### src/rtl/i2s_rx.sv
// I2S slave receiver: oversamples SCLK/LRCLK/SDIN in the clk domain and
// delivers left-justified stereo frames over a valid/ready handshake.
module i2s_rx #(
    parameter int WIDTH = 16,
    parameter int CNT_W = 6
) (
    input  logic             clk,
    input  logic             reset,
    input  logic             i_sclk,
    input  logic             i_lrclk,
    input  logic             i_sdin,
    input  logic             i_ready,
    input  logic             i_clr_ovr,
    output logic [WIDTH-1:0] o_left,
    output logic [WIDTH-1:0] o_right,
    output logic             o_valid,
    output logic             o_overrun,
    output logic             o_sync
);

    typedef enum logic [1:0] {HUNT, LEFT, RIGHT} state_t;

    logic [2:0]       sclk_q;
    logic [1:0]       ws_sync_q, sd_sync_q;
    logic             ws_prev_q, ws_prev_d;
    logic [CNT_W-1:0] cnt_q, cnt_d;
    logic [WIDTH-1:0] shift_q, shift_d, shift_ins;
    logic [WIDTH-1:0] word_q, word_d;
    logic             word_ch_q, word_ch_d;
    logic             word_done_q, word_done_d;
    state_t           state_q, state_d;
    logic [WIDTH-1:0] left_hold_q, left_hold_d;
    logic [WIDTH-1:0] left_q, left_d, right_q, right_d;
    logic             valid_q, valid_d, ovr_q, ovr_d;
    logic             bit_edge, ws, sd, emit;

    assign bit_edge = sclk_q[1] & ~sclk_q[2];
    assign ws       = ws_sync_q[1];
    assign sd       = sd_sync_q[1];

    // Bit capture; a ws change marks the last bit of the previous channel's word.
    always_comb begin
        shift_ins   = shift_q;
        for (int i = 0; i < WIDTH; i++) begin
            if (cnt_q == CNT_W'(WIDTH - 1 - i)) shift_ins[i] = sd;
        end
        shift_d     = shift_q;
        cnt_d       = cnt_q;
        ws_prev_d   = ws_prev_q;
        word_d      = word_q;
        word_ch_d   = word_ch_q;
        word_done_d = 1'b0;
        if (bit_edge) begin
            ws_prev_d = ws;
            if (ws != ws_prev_q) begin
                word_d      = shift_ins;
                word_ch_d   = ws_prev_q;
                word_done_d = 1'b1;
                shift_d     = '0;
                cnt_d       = '0;
            end else begin
                shift_d = shift_ins;
                cnt_d   = (cnt_q == {CNT_W{1'b1}}) ? cnt_q : cnt_q + 1'b1;
            end
        end
    end

    always_comb begin
        state_d     = state_q;
        left_hold_d = left_hold_q;
        emit        = 1'b0;
        case (state_q)
            HUNT:  if (word_done_q && word_ch_q) state_d = LEFT;
            LEFT:  if (word_done_q && !word_ch_q) begin
                       left_hold_d = word_q;
                       state_d     = RIGHT;
                   end
            RIGHT: if (word_done_q && word_ch_q) begin
                       emit    = 1'b1;
                       state_d = LEFT;
                   end
            default: state_d = HUNT;
        endcase
    end

    // A new frame replaces the held one only if the held one is consumed this clk.
    always_comb begin
        left_d  = left_q;
        right_d = right_q;
        valid_d = valid_q;
        ovr_d   = ovr_q;
        if (valid_q && i_ready) valid_d = 1'b0;
        if (i_clr_ovr) ovr_d = 1'b0;
        if (emit) begin
            if (!valid_q || i_ready) begin
                left_d  = left_hold_q;
                right_d = word_q;
                valid_d = 1'b1;
            end else begin
                ovr_d = 1'b1;
            end
        end
    end

    always_ff @(posedge clk or negedge reset) begin
        if (!reset) begin
            sclk_q      <= '0;
            ws_sync_q   <= '0;
            sd_sync_q   <= '0;
            ws_prev_q   <= 1'b0;
            cnt_q       <= '0;
            shift_q     <= '0;
            word_q      <= '0;
            word_ch_q   <= 1'b0;
            word_done_q <= 1'b0;
            state_q     <= HUNT;
            left_hold_q <= '0;
            left_q      <= '0;
            right_q     <= '0;
            valid_q     <= 1'b0;
            ovr_q       <= 1'b0;
        end else begin
            sclk_q      <= {sclk_q[1:0], i_sclk};
            ws_sync_q   <= {ws_sync_q[0], i_lrclk};
            sd_sync_q   <= {sd_sync_q[0], i_sdin};
            ws_prev_q   <= ws_prev_d;
            cnt_q       <= cnt_d;
            shift_q     <= shift_d;
            word_q      <= word_d;
            word_ch_q   <= word_ch_d;
            word_done_q <= word_done_d;
            state_q     <= state_d;
            left_hold_q <= left_hold_d;
            left_q      <= left_d;
            right_q     <= right_d;
            valid_q     <= valid_d;
            ovr_q       <= ovr_d;
        end
    end

    assign o_left    = left_q;
    assign o_right   = right_q;
    assign o_valid   = valid_q;
    assign o_overrun = ovr_q;
    assign o_sync    = (state_q != HUNT);

endmodule

### config.mk
export PLATFORM = sky130hd
export DESIGN_NAME = i2s_rx
export DESIGN_NICKNAME = d
export VERILOG_FILES = /design/src/rtl/i2s_rx.sv
export SDC_FILE = /design/constraint.sdc
export NUM_CORES = 1
export LEC_CHECK = 0
export CAP_MARGIN = 10
export CORE_AREA = 2 2 93 95
export CTS_CLUSTER_SIZE = 10
export DETAILED_ROUTE_END_ITERATION = 6
export DIE_AREA = 0 0 95 97
export PLACE_DENSITY_LB_ADDON = 0.12
export SYNTH_ARGS = -nofsm -noshare
export SYNTH_HDL_FRONTEND = slang
export SYNTH_SLANG_ARGS = --single-unit
### constraint.sdc
create_clock -name clk -period 3.34 [get_ports clk]
set_input_delay 0.334 -clock clk [delete_from_list [all_inputs] [get_ports clk]]
set_output_delay 0.334 -clock clk [all_outputs]
set_load 0.05 [all_outputs]
==> impl_metrics.json <==
{
  "regToRegEndpoint": "cnt_q[3]$_DFFE_PN0P_",
  "ys_seq_area_share_pct": 56.6,
  "timing.critical_path.to_type": "output pin",
  "power.leakage_nw": 2.21,
  "worst_ep_required_time_ps": 3010,
  "dpl_cell_area_um2": 4850,
  "post_cts_resized": 0,
  "cap_violations": 0,
  "power_density_nw_per_um2": 669,
  "max_freq_ghz": 0.461,
  "wire_per_inst_um": 17.3,
  "synth_area_leaders": "dfrtp_1 (57%), mux2_2 (12%), nand2_1 (3.2%)",
  "yosys_register_bits": 100,
  "ir_drop_mv": 0.320,
  "antenna_cells": 0,
  "dieArea_um2": 9220,
  "rsz0062_at_grt": "no",
  "fillers": 658,
  "drive_above_1_share_pct": 20.5,
  "ctsHoldBuffers": 0,
  "initial_core_util_pct": 54.3,
  "nets": 416,
  "root_buffer": "clkbuf_8",
  "ff2ff_path_depth": 4,
  "cts_setup_buffers": 0,
  "via_per_inst": 5.83,
  "rrSetupSlack_ps": 1440,
  "hold_viol": 0,
  "worst-path-max-fanout": 5,
  "die_width_um": 95,
  "antenna_found_initial": 0,
  "crit_path_cell_trace": "or2_2, clkdlybuf4s50_1",
  "cts.clk_slew.worst_paths_ps": 100,
  "yosys.cell_types.count": 45,
  "post-synth-top-count-cell": "dfrtp_1",
  "power.total_w": 0.00337,
  "crit_path_start_kind": "flop",
  "vias": 3000,
  "core_um2": 8130,
  "io_buffers": 41,
  "netlist_area_um2": 4420,
  "stdcell_area_um2": 5040,
  "drv_slew": 0,
  "hold_ws_ps": 140,
  "synth_top_area_cell": "dfrtp_1",
  "ant_nets": 0,
  "maxSlewHeadroom_pct": 29.3,
  "synth_commonest_cells": "dfrtp_1 (100), mux2_2 (47), nand2_1 (38)",
  "finalSetupViolCount": 0,
  "num_rows": 33,
  "overflow": 0,
  "arrival_ps": 1830,
  "path_class": "reg -> out",
  "dpl.hpwl_um": 5790,
  "synth_async_sr_flop_share_pct": 100,
  "dr.pass1.iters": 4,
  "seqCellArea_um2": 2500,
  "yosys.area.top_type_share_pct": 56.6,
  "cpMaxStageDelayCell": "clkdlybuf4s50_1",
  "syn_area_per_cell_um2": 11.8,
  "cts_tree": "built",
  "clk-insertion-delay-late_ps": 370,
  "cts_buffer_depth": 2,
  "drtIter0Drc": 182,
  "die_h_um": 97,
  "grt_max_degree": 88,
  "ys_warn_count": 0,
  "grt_use_total_pct": 20.9,
  "numCtsBuffers": 9,
  "ioPinCount": 42,
  "timing.final.crit_period_ps": 2170,
  "fin_worst_skew_ps": 12.1,
  "synth_edf_count": 0,
  "post-route-period-util_pct": 64.9,
  "multi_input_area_um2": 1750,
  "setup_tns_ps": 0,
  "syn_nets": 387,
  "max_stage_delay_ps": 700,
  "synthFlopType": "dfrtp_1",
  "tightest_slew_ps": 1060,
  "area_delta_synth_final_pct": 14.0,
  "drc": 0,
  "cts.sinks": 100,
  "grt_first_pass_wirelength_um": 15000,
  "finalWirelength_um": 8890,
  "hp-class": "in -> async",
  "grt_pass1_vias": 2965,
  "regToRegStartpoint": "ws_prev_q$_DFFE_PN0P_",
  "gp_congestion": 0.805,
  "netlist_instances": 376,
  "status": "finished clean",
  "cts_max_level": 3
}
==> power by group <==
group	total (W)	internal, W	switching (W)
Combinational	0.000874	0.000361	0.000513
Sequential	0.00176	0.00152	0.000237
Clock	0.000741	0.000304	0.000436
Total	0.00337	0.00218	0.00119
==> sequential cells by signal, indices dropped and copies added (netlist names) <==
signal       cells
left_hold_q     16
o_left          16
o_right         16
shift_q         16
word_q          16
cnt_q            6
sclk_q           3
sd_sync_q        2
state_q          2
ws_sync_q        2
o_overrun        1
o_valid          1
word_ch_q        1
word_done_q      1
ws_prev_q        1
==> cell usage in the layout, fill, tap and decap left out, types with 3 or more instances in the layout <==
cell type / n
a31oi_1: 17
ha_1: 4
nor2b_1: 3
clkbuf_8: 10
o211ai_1: 16
clkdlybuf4s50_1: 40
clkinv_4: 4
nand4_1: 17
nand3_1: 18
and3b_1: 3
dfrtp_1: 100
a21oi_1: 20
o21ai_0: 19
mux2_2: 47
nand2b_1: 4
inv_1: 5
nand2_1: 38
buf_4: 6
nor3b_2: 4
==> worst max-delay path by stage <==
stage | from | end | slack, ps | depth (start not counted)
6_report | state_q[1]$_DFFE_PN0P_ | o_sync | 1170 | 2
3_3_place_gp | i_ready | o_right[11]$_DFFE_PN0P_ | 1400 | 5
2_1_floorplan | o_valid$_DFF_PN0_ | o_left[0]$_DFFE_PN0P_ | 1720 | 5
3_5_place_dp | i_ready | o_right[13]$_DFFE_PN0P_ | 1370 | 5
5_1_grt | state_q[1]$_DFFE_PN0P_ | o_sync | 1110 | 2
4_1_cts | state_q[1]$_DFFE_PN0P_ | o_sync | 1150 | 2
==> worst max-delay path: cells and delay by family, from the launching register on <==
kind	cells	cell delay [ps]
flops	1	460
buf+inv	1	700
simple gates	1	300
==> layout make-up <==
class | count | share of cell area (%)
Clock buffer | 10 | 2.73
Clock inverter | 6 | 1.09
Inverter | 5 | 0.372
Multi-Input combinational cell | 243 | 34.7
Sequential cell | 100 | 49.6
Tap cell | 105 | 2.61
Timing Repair Buffer | 46 | 8.84
==> metrics by stage <==
step / instances / worst slack (ps) / utilization, %
after global routing: 515 / 1110 / 62.0
after CTS: 515 / 1150 / 62.0
after detailed placement: 499 / 1370 / 59.6
after global placement: 499 / 1400 / 59.6
after floorplan: 376 / 1720 / -
final: 515 / 1170 / 62.0
==> metal layers <==
layer	track usage, %	wire (um)	vias up
met2	30.1	4020	80
met3	4.36	390	16
met5	0	0	-
met4	9.70	192	0
li1	-	-	1431
met1	30.3	4290	1473
==> cells by family (layout without fill, tap and decap cells) <==
kind of cell	after synthesis	after routing	share of synthesized area, %
flip-flops	100	100	56.6
adder cells (fa/ha/maj)	4	4	1.13
AND/OR/NAND/NOR	105	105	13.6
AO/OA/AOI/OAI	84	84	11.8
buffers and inverters	33	67	3.85
multiplexers	48	48	12.2
XOR/XNOR	2	2	0.736
Power figures use the tool's default switching activity.
